File: src/rtl/interpolator.sv
// rtl/interpolator.sv - signed sample-rate interpolator (hold / zero-stuff / linear)
//
// Ports:
//   clk        system clock
//   reset_n    asynchronous active-low reset
//   ce         output-rate clock enable, one output sample per ce cycle
//   clear      synchronous flush: empties buffer, clears flags, returns to IDLE
//   in_valid   data_in valid this cycle
//   data_in    signed input sample
//   in_ready   input buffer not full
//   data_out   signed output sample, registered
//   out_valid  one-clk pulse when data_out is updated
//   overflow   sticky: sample offered while buffer full
//   underflow  sticky: segment started with buffer empty
module interpolator #(
  parameter int WIDTH = 8,
  parameter int TIMES = 4,
  parameter int MODE  = 2
) (
  input  logic                    clk,
  input  logic                    reset_n,
  input  logic                    ce,
  input  logic                    clear,
  input  logic                    in_valid,
  input  logic signed [WIDTH-1:0] data_in,
  output logic                    in_ready,
  output logic signed [WIDTH-1:0] data_out,
  output logic                    out_valid,
  output logic                    overflow,
  output logic                    underflow
);

  localparam int LOG2 = $clog2(TIMES);
  localparam int PW   = WIDTH + 1 + LOG2;

  typedef enum logic {IDLE, RUN} state_t;

  state_t                  state;
  logic [LOG2-1:0]         phase;
  logic signed [WIDTH-1:0] prev;
  logic signed [WIDTH-1:0] cur;

  logic signed [WIDTH-1:0] fifo_mem [2];
  logic                    wr_ptr;
  logic                    rd_ptr;
  logic [1:0]              count;

  logic                    full;
  logic                    empty;
  logic                    push;
  logic                    pop;
  logic                    start;
  logic                    emit;
  logic signed [WIDTH-1:0] prev_n;
  logic signed [WIDTH-1:0] cur_n;
  logic signed [WIDTH:0]   diff;
  logic signed [PW-1:0]    diff_ext;
  logic signed [PW-1:0]    phase_ext;
  logic signed [PW-1:0]    prod;
  logic signed [PW-1:0]    shifted;
  logic signed [WIDTH-1:0] out_val;

  assign full     = (count == 2'd2);
  assign empty    = (count == 2'd0);
  // in_ready comes from the registered count only, so a pop in the same
  // cycle never opens a slot for a push while full.
  assign in_ready = !full;
  assign push     = in_valid && !full;

  // A segment starts at phase 0 in RUN, or on the first ce in IDLE once a
  // sample is buffered. The first output of a segment is emitted that cycle.
  assign start = ce && ((state == RUN) ? (phase == '0) : !empty);
  assign pop   = start && !empty;
  assign emit  = ce && ((state == RUN) || !empty);

  // Post-update operands; the output of the current ce uses these values.
  assign prev_n = start ? cur : prev;
  assign cur_n  = pop ? fifo_mem[rd_ptr] : cur;

  // Linear term: floor((cur - prev) * k / TIMES). The product is exact in PW
  // bits and the result lies between prev and cur, so truncating the sum
  // back to WIDTH bits cannot wrap.
  assign diff      = {cur_n[WIDTH-1], cur_n} - {prev_n[WIDTH-1], prev_n};
  assign diff_ext  = {{LOG2{diff[WIDTH]}}, diff};
  assign phase_ext = {{(WIDTH + 1){1'b0}}, phase};
  assign prod      = diff_ext * phase_ext;
  assign shifted   = prod >>> LOG2;

  always_comb begin
    out_val = prev_n;
    case (MODE)
      0:       out_val = prev_n;
      1:       out_val = (phase == '0) ? prev_n : '0;
      default: out_val = prev_n + shifted[WIDTH-1:0];
    endcase
  end

  always_ff @(posedge clk or negedge reset_n) begin
    if (!reset_n) begin
      state       <= IDLE;
      phase       <= '0;
      prev        <= '0;
      cur         <= '0;
      fifo_mem[0] <= '0;
      fifo_mem[1] <= '0;
      wr_ptr      <= 1'b0;
      rd_ptr      <= 1'b0;
      count       <= 2'd0;
      data_out    <= '0;
      out_valid   <= 1'b0;
      overflow    <= 1'b0;
      underflow   <= 1'b0;
    end else if (clear) begin
      state       <= IDLE;
      phase       <= '0;
      prev        <= '0;
      cur         <= '0;
      fifo_mem[0] <= '0;
      fifo_mem[1] <= '0;
      wr_ptr      <= 1'b0;
      rd_ptr      <= 1'b0;
      count       <= 2'd0;
      data_out    <= '0;
      out_valid   <= 1'b0;
      overflow    <= 1'b0;
      underflow   <= 1'b0;
    end else begin
      if (push) begin
        fifo_mem[wr_ptr] <= data_in;
        wr_ptr           <= ~wr_ptr;
      end
      if (pop) begin
        rd_ptr <= ~rd_ptr;
      end
      count <= count + {1'b0, push} - {1'b0, pop};

      if (in_valid && full) begin
        overflow <= 1'b1;
      end
      // Starved segment: prev takes cur and the segment stays flat.
      if (start && empty) begin
        underflow <= 1'b1;
      end

      prev      <= prev_n;
      cur       <= cur_n;
      out_valid <= emit;
      if (emit) begin
        data_out <= out_val;
        phase    <= phase + 1'b1;
        state    <= RUN;
      end
    end
  end

endmodule

File: config.mk
export PLATFORM = sky130hd
export DESIGN_NAME = interpolator
export DESIGN_NICKNAME = d
export VERILOG_FILES = /design/src/rtl/interpolator.sv
export SDC_FILE = /design/constraint.sdc
export NUM_CORES = 1
export LEC_CHECK = 0
export ABC_AREA = 0
export ABC_CLOCK_PERIOD_IN_PS = 5200
export CAP_MARGIN = 10
export CORE_MARGIN = 5
export CORE_UTILIZATION = 53
export DETAILED_ROUTE_END_ITERATION = 8
export GPL_TIMING_DRIVEN = 0
export PLACE_DENSITY = 0.76
export SLEW_MARGIN = 40
export SYNTH_ARGS = -nofsm -noshare
export SYNTH_HDL_FRONTEND = slang
export SYNTH_SLANG_ARGS = --single-unit
File: constraint.sdc
create_clock -name clk -period 5.2 [get_ports clk]
set_input_delay 1.04 -clock clk [delete_from_list [all_inputs] [get_ports clk]]
set_output_delay 1.04 -clock clk [all_outputs]
set_load 0.03 [all_outputs]
==> metrics.txt <==
Slew HR=57.3%; clk slew on worst S/H paths=100 ps; r2r setup slk=-120 ps; fin worst setup slack=-189 ps; critical path arrival=5560 ps; WHS=508 ps; Hold EP=underflow$_DFFE_PN0P_; min-delay src=underflow$_DFFE_PN0P_; Post-layout nets=435; Fin. Hold Viols=0; Site Rows=28; antenna cells=0; Max Root-Sink Buffers=2; FF-to-FF Start=phase[0]$_DFFE_PN0P_; fin. max-slew vios=0; # H-tree levels=2; DRT antenna net count=0; sequential fraction of the synthesis area=38.8%; post-DP HPWL=5.22 mm; dpl ws=-1340 ps; commonest non-fill, non-tap cell in the layout=dfrtp_1; Gate power share=44.4%; RSZ-0062 raised after global routing=yes; library cells used by synthesis=31; clock share of power=20.7%; Leakage=0.00191 uW; Placer Congestion=0.792; cells after synthesis=350; Num CTS Buffers=5; largest net degree at the start of global routing=32; syn_nets=398; Reg power frac=34.9%; setup TNS=-189 ps; Max-Cap Viols=0; net switching power=530 uW; Worst Path Required=5370 ps; CTS tree=yes; violated checks=negative setup slack; area post-placement=0.00361 sq mm; antenna violations before repair=0; number of global-route vias before repair=2,508; Worst setup EP type=flop; clk_skew=2.83 ps; hold path cells=2; Finished Cell Area=0.00387 sq mm; Detailed Route Iter0 Violations=150; r2r worst-path depth=29; ranking of synthesized cells by area=dfrtp_1 39%, ha_1 12%, mux2i_1 7.8%; # hold bufs at CTS=0; worst vdd ir=0.000215 V; DIE AREA=0.00775 sq mm; worst skew pair latency=300 ps; crit path time final=5390 ps; CORE AREA=0.00592 sq mm; remaining global-route overflow=0; Root Driver=clkbuf_8; Layout area overhead=20.0%; Routed wire per std cell=15.1 um; DRC viols=0; top cell type's share of synthesized area=38.8%; IO buf count=23; CP Launch Type=primary input; internal power=863 uW; Crit Path Class=primary input to flop; Die Height=88.0 um; share of cells above drive strength 1=12.4%; chip width=88.0 um; final wirelength=7.00 mm; Mapped Avg Cell Area=9.22 sq um; min-delay worst type=flop to flop; slew of the pin with the lowest slew margin=641 ps; highest clock rate=186 MHz; PD cells=359 mW/mm^2; Initial Util=54.5%; leading area contributor after synthesis=dfrtp_1; Warnings, synthesis=0; Tcrit/Tclk final=104%; first-pass GRT wire length=11.9 mm; most frequent cells in the layout=47 x dfrtp_1, 38 x nand2_1, 37 x nor2_1, 26 x ha_1, 25 x mux2i_1; Total GRT Usage=19.4%; CP Max Fanout=5; worst reg2reg path endpoint=data_out[7]$_DFFE_PN0P_; status=finished with violations; via count=2,553; Mapped Area=0.00323 sq mm; clk sinks=50; Net Sw Frac=38.0%; vias per inst=5.51; Initial DRT Pass Iterations=4; I/O pins=25; setup violators final=1; Seq cells post-synth=50
==> state kept, by name (all words and copies together) (netlist names) <==
name,flops
data_out,8
out_valid,1
prev,8
state,1
underflow,1
rd_ptr,1
phase,2
wr_ptr,1
cur,8
count,2
overflow,1
fifo_mem,16
==> what timing repair did <==
item / 4_1_cts / 5_1_grt
gates cloned: 0 / 0
buffers inserted: 7 / 2
gates resized for setup: 14 / 13
setup endpoints to repair: 5 / 3
pin swaps: 10 / 4
==> how the worst max path moves through the flow <==
stage / from / endpoint / cells past startpoint
6_report: ce / data_out[7]$_DFFE_PN0P_ / 27
3_5_place_dp: ce / data_out[7]$_DFFE_PN0P_ / 27
5_1_grt: phase[1]$_DFFE_PN0P_ / data_out[7]$_DFFE_PN0P_ / 25
2_1_floorplan: ce / data_out[7]$_DFFE_PN0P_ / 26
3_3_place_gp: ce / data_out[7]$_DFFE_PN0P_ / 27
4_1_cts: count[1]$_DFF_PN0_ / data_out[7]$_DFFE_PN0P_ / 21
==> stage by stage <==
stage	power [uW]	std cells	utilization, %
2_1_floorplan	899	350	-
3_3_place_gp	1030	448	60.7
3_5_place_dp	1050	449	61.0
4_1_cts	1370	462	64.3
5_1_grt	1480	463	65.4
6_report	1390	463	65.4
==> power by group through the flow <==
stage / Clock (uW) / Combinational [uW] / Sequential, uW
6_report: 289 / 618 / 485
5_1_grt: 309 / 681 / 494
4_1_cts: 292 / 611 / 471
3_5_place_dp: 0 / 573 / 478
3_3_place_gp: 0 / 553 / 475
2_1_floorplan: 0 / 404 / 495
==> layout make-up <==
cell class	instances	area (sq um)
clock inverter	3	48.8
inverter	19	71.3
timing repair buffer	33	317
tap	75	93.8
clock buffer	5	68.8
multi-input combinational	268	1970
buffer	10	47.5
fill	451	2050
sequential	50	1250
==> critical path, stage by stage <==
cell and delay (ps):
buf_6 100, o211ai_1 160, clkbuf_8 230, nor2_2 40
a21oi_2 140, inv_1 60, ha_1 260, nor2b_1 130
o21ai_1 120, nand2b_1 120, a21o_1 170, a21o_1 190
xor2_2 150, and2_4 150, ha_4 270, ha_4 210
nand2_1 120, o21ai_4 80, o21a_1 170, nor2_1 110
xnor2_1 80, ha_2 190, or4_1 510, a31oi_1 210
xnor2_1 110, xnor2_1 310, a211oi_2 110
==> kinds of logic (layout without fill, tap and decap cells) <==
kind of cell	Yosys count	in the layout	synth area share [%]
simple gates	120	120	17.7
compound gates	64	64	11.2
flops	50	50	38.8
fa+ha+maj	35	35	14.3
buf+inv	32	70	3.72
mux	26	26	8.10
xor+xnor	23	23	6.24
==> per-layer routing <==
layer  vias to the layer above  GRT usage [%]  share of wire, %
li1                       1247              -                 -
met1                      1247           25.9                46
met2                        48           32.2                49
met3                        11           3.20               3.2
met4                         0           6.46               1.9
met5                         -              0                 0
==> cells in the mapped netlist <==
| cell | count |
|---|---|
| a211oi_1 | 1 |
| nor4_1 | 1 |
| mux2_2 | 1 |
| nor2b_1 | 12 |
| dfrtp_1 | 50 |
| a31oi_1 | 4 |
| a21o_1 | 5 |
| nand3_1 | 2 |
| a21oi_1 | 26 |
| or4_1 | 2 |
| o21a_1 | 2 |
| nand2_1 | 39 |
| inv_1 | 19 |
| mux2i_1 | 25 |
| nand3_4 | 1 |
| xor2_1 | 8 |
| fa_1 | 3 |
| o211ai_1 | 2 |
| o21bai_1 | 1 |
| nor4b_1 | 1 |
| ha_1 | 32 |
| and2_1 | 12 |
| xnor2_1 | 15 |
| o21ai_0 | 22 |
| nor2_1 | 39 |
| or3_4 | 1 |
| a211oi_2 | 1 |
| nor3_1 | 2 |
| or3_1 | 1 |
| clkbuf_1 | 13 |
| nand2b_1 | 7 |
Power figures use the tool's default switching activity.
